$ cat src/rtl/axis_uart_tx_arb_pkg.sv
// Shared UART package: types and constants for the TX stream arbiter.
package axis_uart_tx_arb_pkg;

  typedef enum logic [1:0] {
    IDLE_ARB,
    HEADER_ARB,
    PAYLOAD_ARB
  } uart_arb_state_e;

  localparam logic [3:0]  UART_ARB_HDR_TAG = 4'hA;
  localparam int unsigned UART_ARB_MAX_SRC = 16;

endpackage

$ cat src/rtl/axis_uart_tx_arb_round_robin_arbiter.sv
// Combinational round-robin priority rotation: first requester after last_i wins.
module round_robin_arbiter #(
  parameter int unsigned N    = 4,
  parameter int unsigned IDXW = 2
) (
  input  logic [N-1:0]    req_i,
  input  logic [IDXW-1:0] last_i,
  output logic [N-1:0]    gnt_o,
  output logic [IDXW-1:0] idx_o
);

  logic            found;
  logic [IDXW-1:0] k;

  always_comb begin
    gnt_o = '0;
    idx_o = '0;
    found = 1'b0;
    k     = '0;
    for (int unsigned i = 1; i <= N; i++) begin
      k = IDXW'((32'(last_i) + i) % N);
      if (!found && req_i[k]) begin
        found    = 1'b1;
        gnt_o[k] = 1'b1;
        idx_o    = k;
      end
    end
  end

endmodule

$ cat src/rtl/axis_uart_tx_arb.sv
// Packet-granular round-robin arbiter sharing one AXI-Stream UART TX among N_SRC sources,
// with an optional per-grant channel header byte and a registered output stage.
module axis_uart_tx_arb
  import axis_uart_tx_arb_pkg::*;
#(
  parameter int unsigned N_SRC      = 4,
  parameter int unsigned DATA_WIDTH = 8,
  parameter int unsigned HEADER_EN  = 1,
  parameter int unsigned MAX_BURST  = 16
) (
  input  logic                        clk_i,
  input  logic                        arstn_i,
  input  logic [N_SRC*DATA_WIDTH-1:0] s_axis_tdata_i,
  input  logic [N_SRC-1:0]            s_axis_tvalid_i,
  input  logic [N_SRC-1:0]            s_axis_tlast_i,
  output logic [N_SRC-1:0]            s_axis_tready_o,
  output logic [DATA_WIDTH-1:0]       m_axis_tdata_o,
  output logic                        m_axis_tvalid_o,
  input  logic                        m_axis_tready_i,
  output logic [N_SRC-1:0]            grant_o,
  output logic                        busy_o
);

  localparam int unsigned IDXW = (N_SRC > 1) ? $clog2(N_SRC) : 1;
  localparam int unsigned CNTW = $clog2(MAX_BURST + 1);
  localparam int unsigned HIW  = $clog2(UART_ARB_MAX_SRC);

  uart_arb_state_e       state_q, state_d;
  logic [N_SRC-1:0]      grant_q, grant_d;
  logic [IDXW-1:0]       gidx_q, gidx_d;
  logic [IDXW-1:0]       last_q, last_d;
  logic [CNTW-1:0]       cnt_q, cnt_d;
  logic [DATA_WIDTH-1:0] tdata_q, tdata_d;
  logic                  tvalid_q, tvalid_d;

  logic [N_SRC-1:0]      arb_gnt;
  logic [IDXW-1:0]       arb_idx;
  logic [N_SRC-1:0]      s_ready;
  logic                  out_free;

  round_robin_arbiter #(
    .N    (N_SRC),
    .IDXW (IDXW)
  ) u_rr (
    .req_i  (s_axis_tvalid_i),
    .last_i (last_q),
    .gnt_o  (arb_gnt),
    .idx_o  (arb_idx)
  );

  assign out_free = !tvalid_q || m_axis_tready_i;

  always_comb begin
    state_d  = state_q;
    grant_d  = grant_q;
    gidx_d   = gidx_q;
    last_d   = last_q;
    cnt_d    = cnt_q;
    tdata_d  = tdata_q;
    tvalid_d = tvalid_q && !m_axis_tready_i;
    s_ready  = '0;
    case (state_q)
      IDLE_ARB: begin
        if (|s_axis_tvalid_i) begin
          grant_d = arb_gnt;
          gidx_d  = arb_idx;
          state_d = (HEADER_EN != 0) ? HEADER_ARB : PAYLOAD_ARB;
        end
      end
      HEADER_ARB: begin
        if (out_free) begin
          tdata_d  = DATA_WIDTH'({UART_ARB_HDR_TAG, HIW'(gidx_q)});
          tvalid_d = 1'b1;
          state_d  = PAYLOAD_ARB;
        end
      end
      PAYLOAD_ARB: begin
        // Ready follows the output register directly so a stalled UART never loses a byte.
        s_ready[gidx_q] = out_free;
        if (out_free && s_axis_tvalid_i[gidx_q]) begin
          tdata_d  = s_axis_tdata_i[gidx_q*DATA_WIDTH +: DATA_WIDTH];
          tvalid_d = 1'b1;
          cnt_d    = cnt_q + 1'b1;
          if (s_axis_tlast_i[gidx_q] || cnt_q == CNTW'(MAX_BURST - 1)) begin
            last_d  = gidx_q;
            cnt_d   = '0;
            grant_d = '0;
            state_d = IDLE_ARB;
          end
        end
      end
      default: state_d = IDLE_ARB;
    endcase
  end

  always_ff @(posedge clk_i or negedge arstn_i) begin
    if (!arstn_i) begin
      state_q  <= IDLE_ARB;
      grant_q  <= '0;
      gidx_q   <= '0;
      last_q   <= IDXW'(N_SRC - 1);
      cnt_q    <= '0;
      tdata_q  <= '0;
      tvalid_q <= 1'b0;
    end else begin
      state_q  <= state_d;
      grant_q  <= grant_d;
      gidx_q   <= gidx_d;
      last_q   <= last_d;
      cnt_q    <= cnt_d;
      tdata_q  <= tdata_d;
      tvalid_q <= tvalid_d;
    end
  end

  assign s_axis_tready_o = s_ready;
  assign m_axis_tdata_o  = tdata_q;
  assign m_axis_tvalid_o = tvalid_q;
  assign grant_o         = grant_q;
  assign busy_o          = (state_q != IDLE_ARB) || tvalid_q;

endmodule
$ cat config.mk
export PLATFORM = sky130hd
export DESIGN_NAME = axis_uart_tx_arb
export DESIGN_NICKNAME = d
export VERILOG_FILES = /design/src/rtl/axis_uart_tx_arb_pkg.sv /design/src/rtl/axis_uart_tx_arb_round_robin_arbiter.sv /design/src/rtl/axis_uart_tx_arb.sv
export SDC_FILE = /design/constraint.sdc
export NUM_CORES = 1
export LEC_CHECK = 0
export CAP_MARGIN = 20
export CORE_MARGIN = 2
export CORE_UTILIZATION = 35
export DETAILED_ROUTE_END_ITERATION = 16
export SKIP_CTS_REPAIR_TIMING = 1
export SLEW_MARGIN = 20
export SYNTH_ARGS = -nofsm -noshare
export SYNTH_HDL_FRONTEND = slang
export SYNTH_SLANG_ARGS = --single-unit
$ cat constraint.sdc
create_clock -name clk_i -period 3.51 [get_ports clk_i]
set_input_delay 0.351 -clock clk_i [delete_from_list [all_inputs] [get_ports clk_i]]
set_output_delay 0.351 -clock clk_i [all_outputs]
set_load 0.02 [all_outputs]
==> impl_metrics.tcl <==
set metrics [dict create \
    grt_pass1_vias 1747 \
    outcome "finished clean" \
    ys_ff_latch 24 \
    dp_hpwl_mm 4.03 \
    p_per_area_nw_per_um2 747 \
    antenna_cells 0 \
    synth_ff_type "dfrtp_1" \
    layout_commonest_cell "clkdlybuf4s50_1" \
    end_kind "output pin" \
    die_w_um 81.4 \
    placement.cell_area_sq_um 2720 \
    die-area_sq_um 6630 \
    ioPinCount 61 \
    power.leakage_nw 1.15 \
    antenna_found_initial 0 \
    rsz0062_at_grt "no" \
    min_period_ns 3.01 \
    fin_crit_sh_pct 85.7 \
    overflow 0 \
    setup_viol 0 \
    max_cap_violations 0 \
    clock_skew_ns 0.00395 \
    initial_core_util_pct 35.8 \
    synthesis.nets 268 \
    place_ws_ns 0.637 \
    wl_per_cell_um 15.7 \
    core_area_sq_um 5850 \
    cp_data_arrival_time_ns 2.66 \
    final_hold_viol_count 0 \
    drt_first_iter_violations 96 \
    critPathRequiredTime_ns 3.16 \
    place_congestion 0.798 \
    drc 0 \
    placement.io_buffers 60 \
    async_flop_share_pct 100 \
    syn2layout_area_growth_pct 33.1 \
    clockBufferDepth 2 \
    post-route-worst-setup-slack_ns 0.503 \
    critPathMaxFanout 13 \
    routed_via_density 5.44 \
    postLayoutCellArea_sq_um 2790 \
    path_class "register to output pin" \
    die_h_um 81.4 \
    hold_class "input port to asynchronous set/reset pin" \
    fp-row-count 28 \
    clk_pin_slew_ns 0.09 \
    slew_viol_final 0 \
    routed_wl_mm 5.31 \
    synth-edff-count 0 \
    netlist_instances 211 \
    postRouteAntennaNets 0 \
    cts-root-buf "clkbuf_8" \
    critical_path.startpoint_type "register" \
    dr.pass1.iters 4 \
    maxSlewHeadroom_pct 46.5 \
    track_usage_pct 16.7 \
    synth-seq-area-share_pct 28.8 \
    worstMarginPinSlew_ns 0.803 \
    clk_latency_ns 0.27 \
    setup_tns_ns 0 \
    yosysWarnings 0 \
    grt_max_degree 25 \
    worst_hold_slack_ns 0.435 \
    cts_max_level 1 \
    drive_gt1_share_pct 11.8 \
    vias 1840 \
    ys_types 58 \
    grt_pass1_wl_mm 8.63 \
    peakVddDrop_mv 0.414 \
    syn_area_sq_um 2100 \
    clock.fmax_mhz 333 \
    nets 321 \
    fin_util_pct 47.7 \
    most-common-layout-cells "clkdlybuf4s50_1 (60), dfrtp_1 (22), nand2_1 (16)" \
    avgSynthCellArea_sq_um 9.94 \
    cts_tree "done" \
    cts.sinks 24 \
    cts_buffers 3 \
    r2r_cells 6 \
]
==> state kept, by name (all words and copies together), names as in the netlist <==
| signal | cells |
|---|---|
| cnt_q | 5 |
| state_q | 2 |
| grant_o | 4 |
| m_axis_tdata_o | 8 |
| last_q | 2 |
| m_axis_tvalid_o | 1 |
| gidx_q | 2 |
==> final timing paths <==
| check | startpoint | end | slack, ns |
|---|---|---|---|
| max | state_q[0]$_DFFE_PN0P_ | s_axis_tready_o[0] | 0.50 |
| min | arstn_i | grant_o[3]$_DFFE_PN0P_ | 0.43 |
| max reg2reg | last_q[0]$_DFFE_PN1P_ | grant_o[3]$_DFFE_PN0P_ | 0.64 |
| min reg2reg | m_axis_tdata_o[7]$_DFFE_PN0P_ | m_axis_tdata_o[7]$_DFFE_PN0P_ | 0.50 |
| max in group asynchronous | arstn_i | last_q[0]$_DFFE_PN1P_ | 2.78 |
| min in group clk_i | m_axis_tdata_o[7]$_DFFE_PN0P_ | m_axis_tdata_o[7]$_DFFE_PN0P_ | 0.50 |
==> where the power goes <==
part	internal (mW)	total, mW	switching [mW]
logic	0.633	1.29	0.662
registers	0.397	0.545	0.147
clock network	0.152	0.245	0.0923
==> synthesized netlist by cell type, drive strengths merged, types with 3 or more instances <==
library cell / n / area, sq um
a21o: 4 / 30.0
a21oi: 5 / 36.3
a221o: 4 / 40.0
and3: 3 / 23.8
buf: 11 / 78.8
clkbuf: 4 / 15.0
dfrtp: 22 / 551
ha: 14 / 175
inv: 13 / 48.8
mux2: 7 / 78.8
mux2i: 6 / 60.1
mux4: 11 / 248
nand2: 18 / 72.6
nand2b: 4 / 25.0
nand3: 14 / 75.1
nor2: 10 / 40.0
nor3b: 6 / 45.0
nor4: 3 / 18.8
o21a: 3 / 22.5
o21ai: 8 / 40.0
o221a: 4 / 45.0
==> stage by stage <==
stage               cells  power, mW
global placement      334       1.84
detailed placement    334       1.85
CTS                   338       2.10
finish                338       2.08
global route          338       2.26
floorplan             211       1.48
==> worst max-delay path, cell delays in order, from the launching register on <==
cell	delay (ns)
dfrtp_1	0.42
inv_1	0.13
ha_1	0.48
clkinv_1	0.37
nor4_1	0.32
clkdlybuf4s50_1	0.66
==> metal layers <==
layer	global-route usage (%)	share of wire, %
met2	26.4	50
met1	24.3	47
met3	3.22	3.2
met5	0	0
met4	2.03	0.36
==> logic make-up after synthesis <==
family,synth area share (%)
flops,28.8
simple gates,19.6
mux,18.4
fa+ha+maj,8.35
compound gates,17.8
buf+inv,6.98
==> final cells by class <==
cell class / instances / area [sq um]
Inverter: 14 / 52.6
Tap cell: 75 / 93.8
Multi-Input combinational cell: 158 / 1350
Clock buffer: 3 / 41.3
Clock inverter: 1 / 30.0
Sequential cell: 24 / 603
Timing Repair Buffer: 63 / 623
Fill cell: 550 / 3060
(Power assumes the default switching activity.)
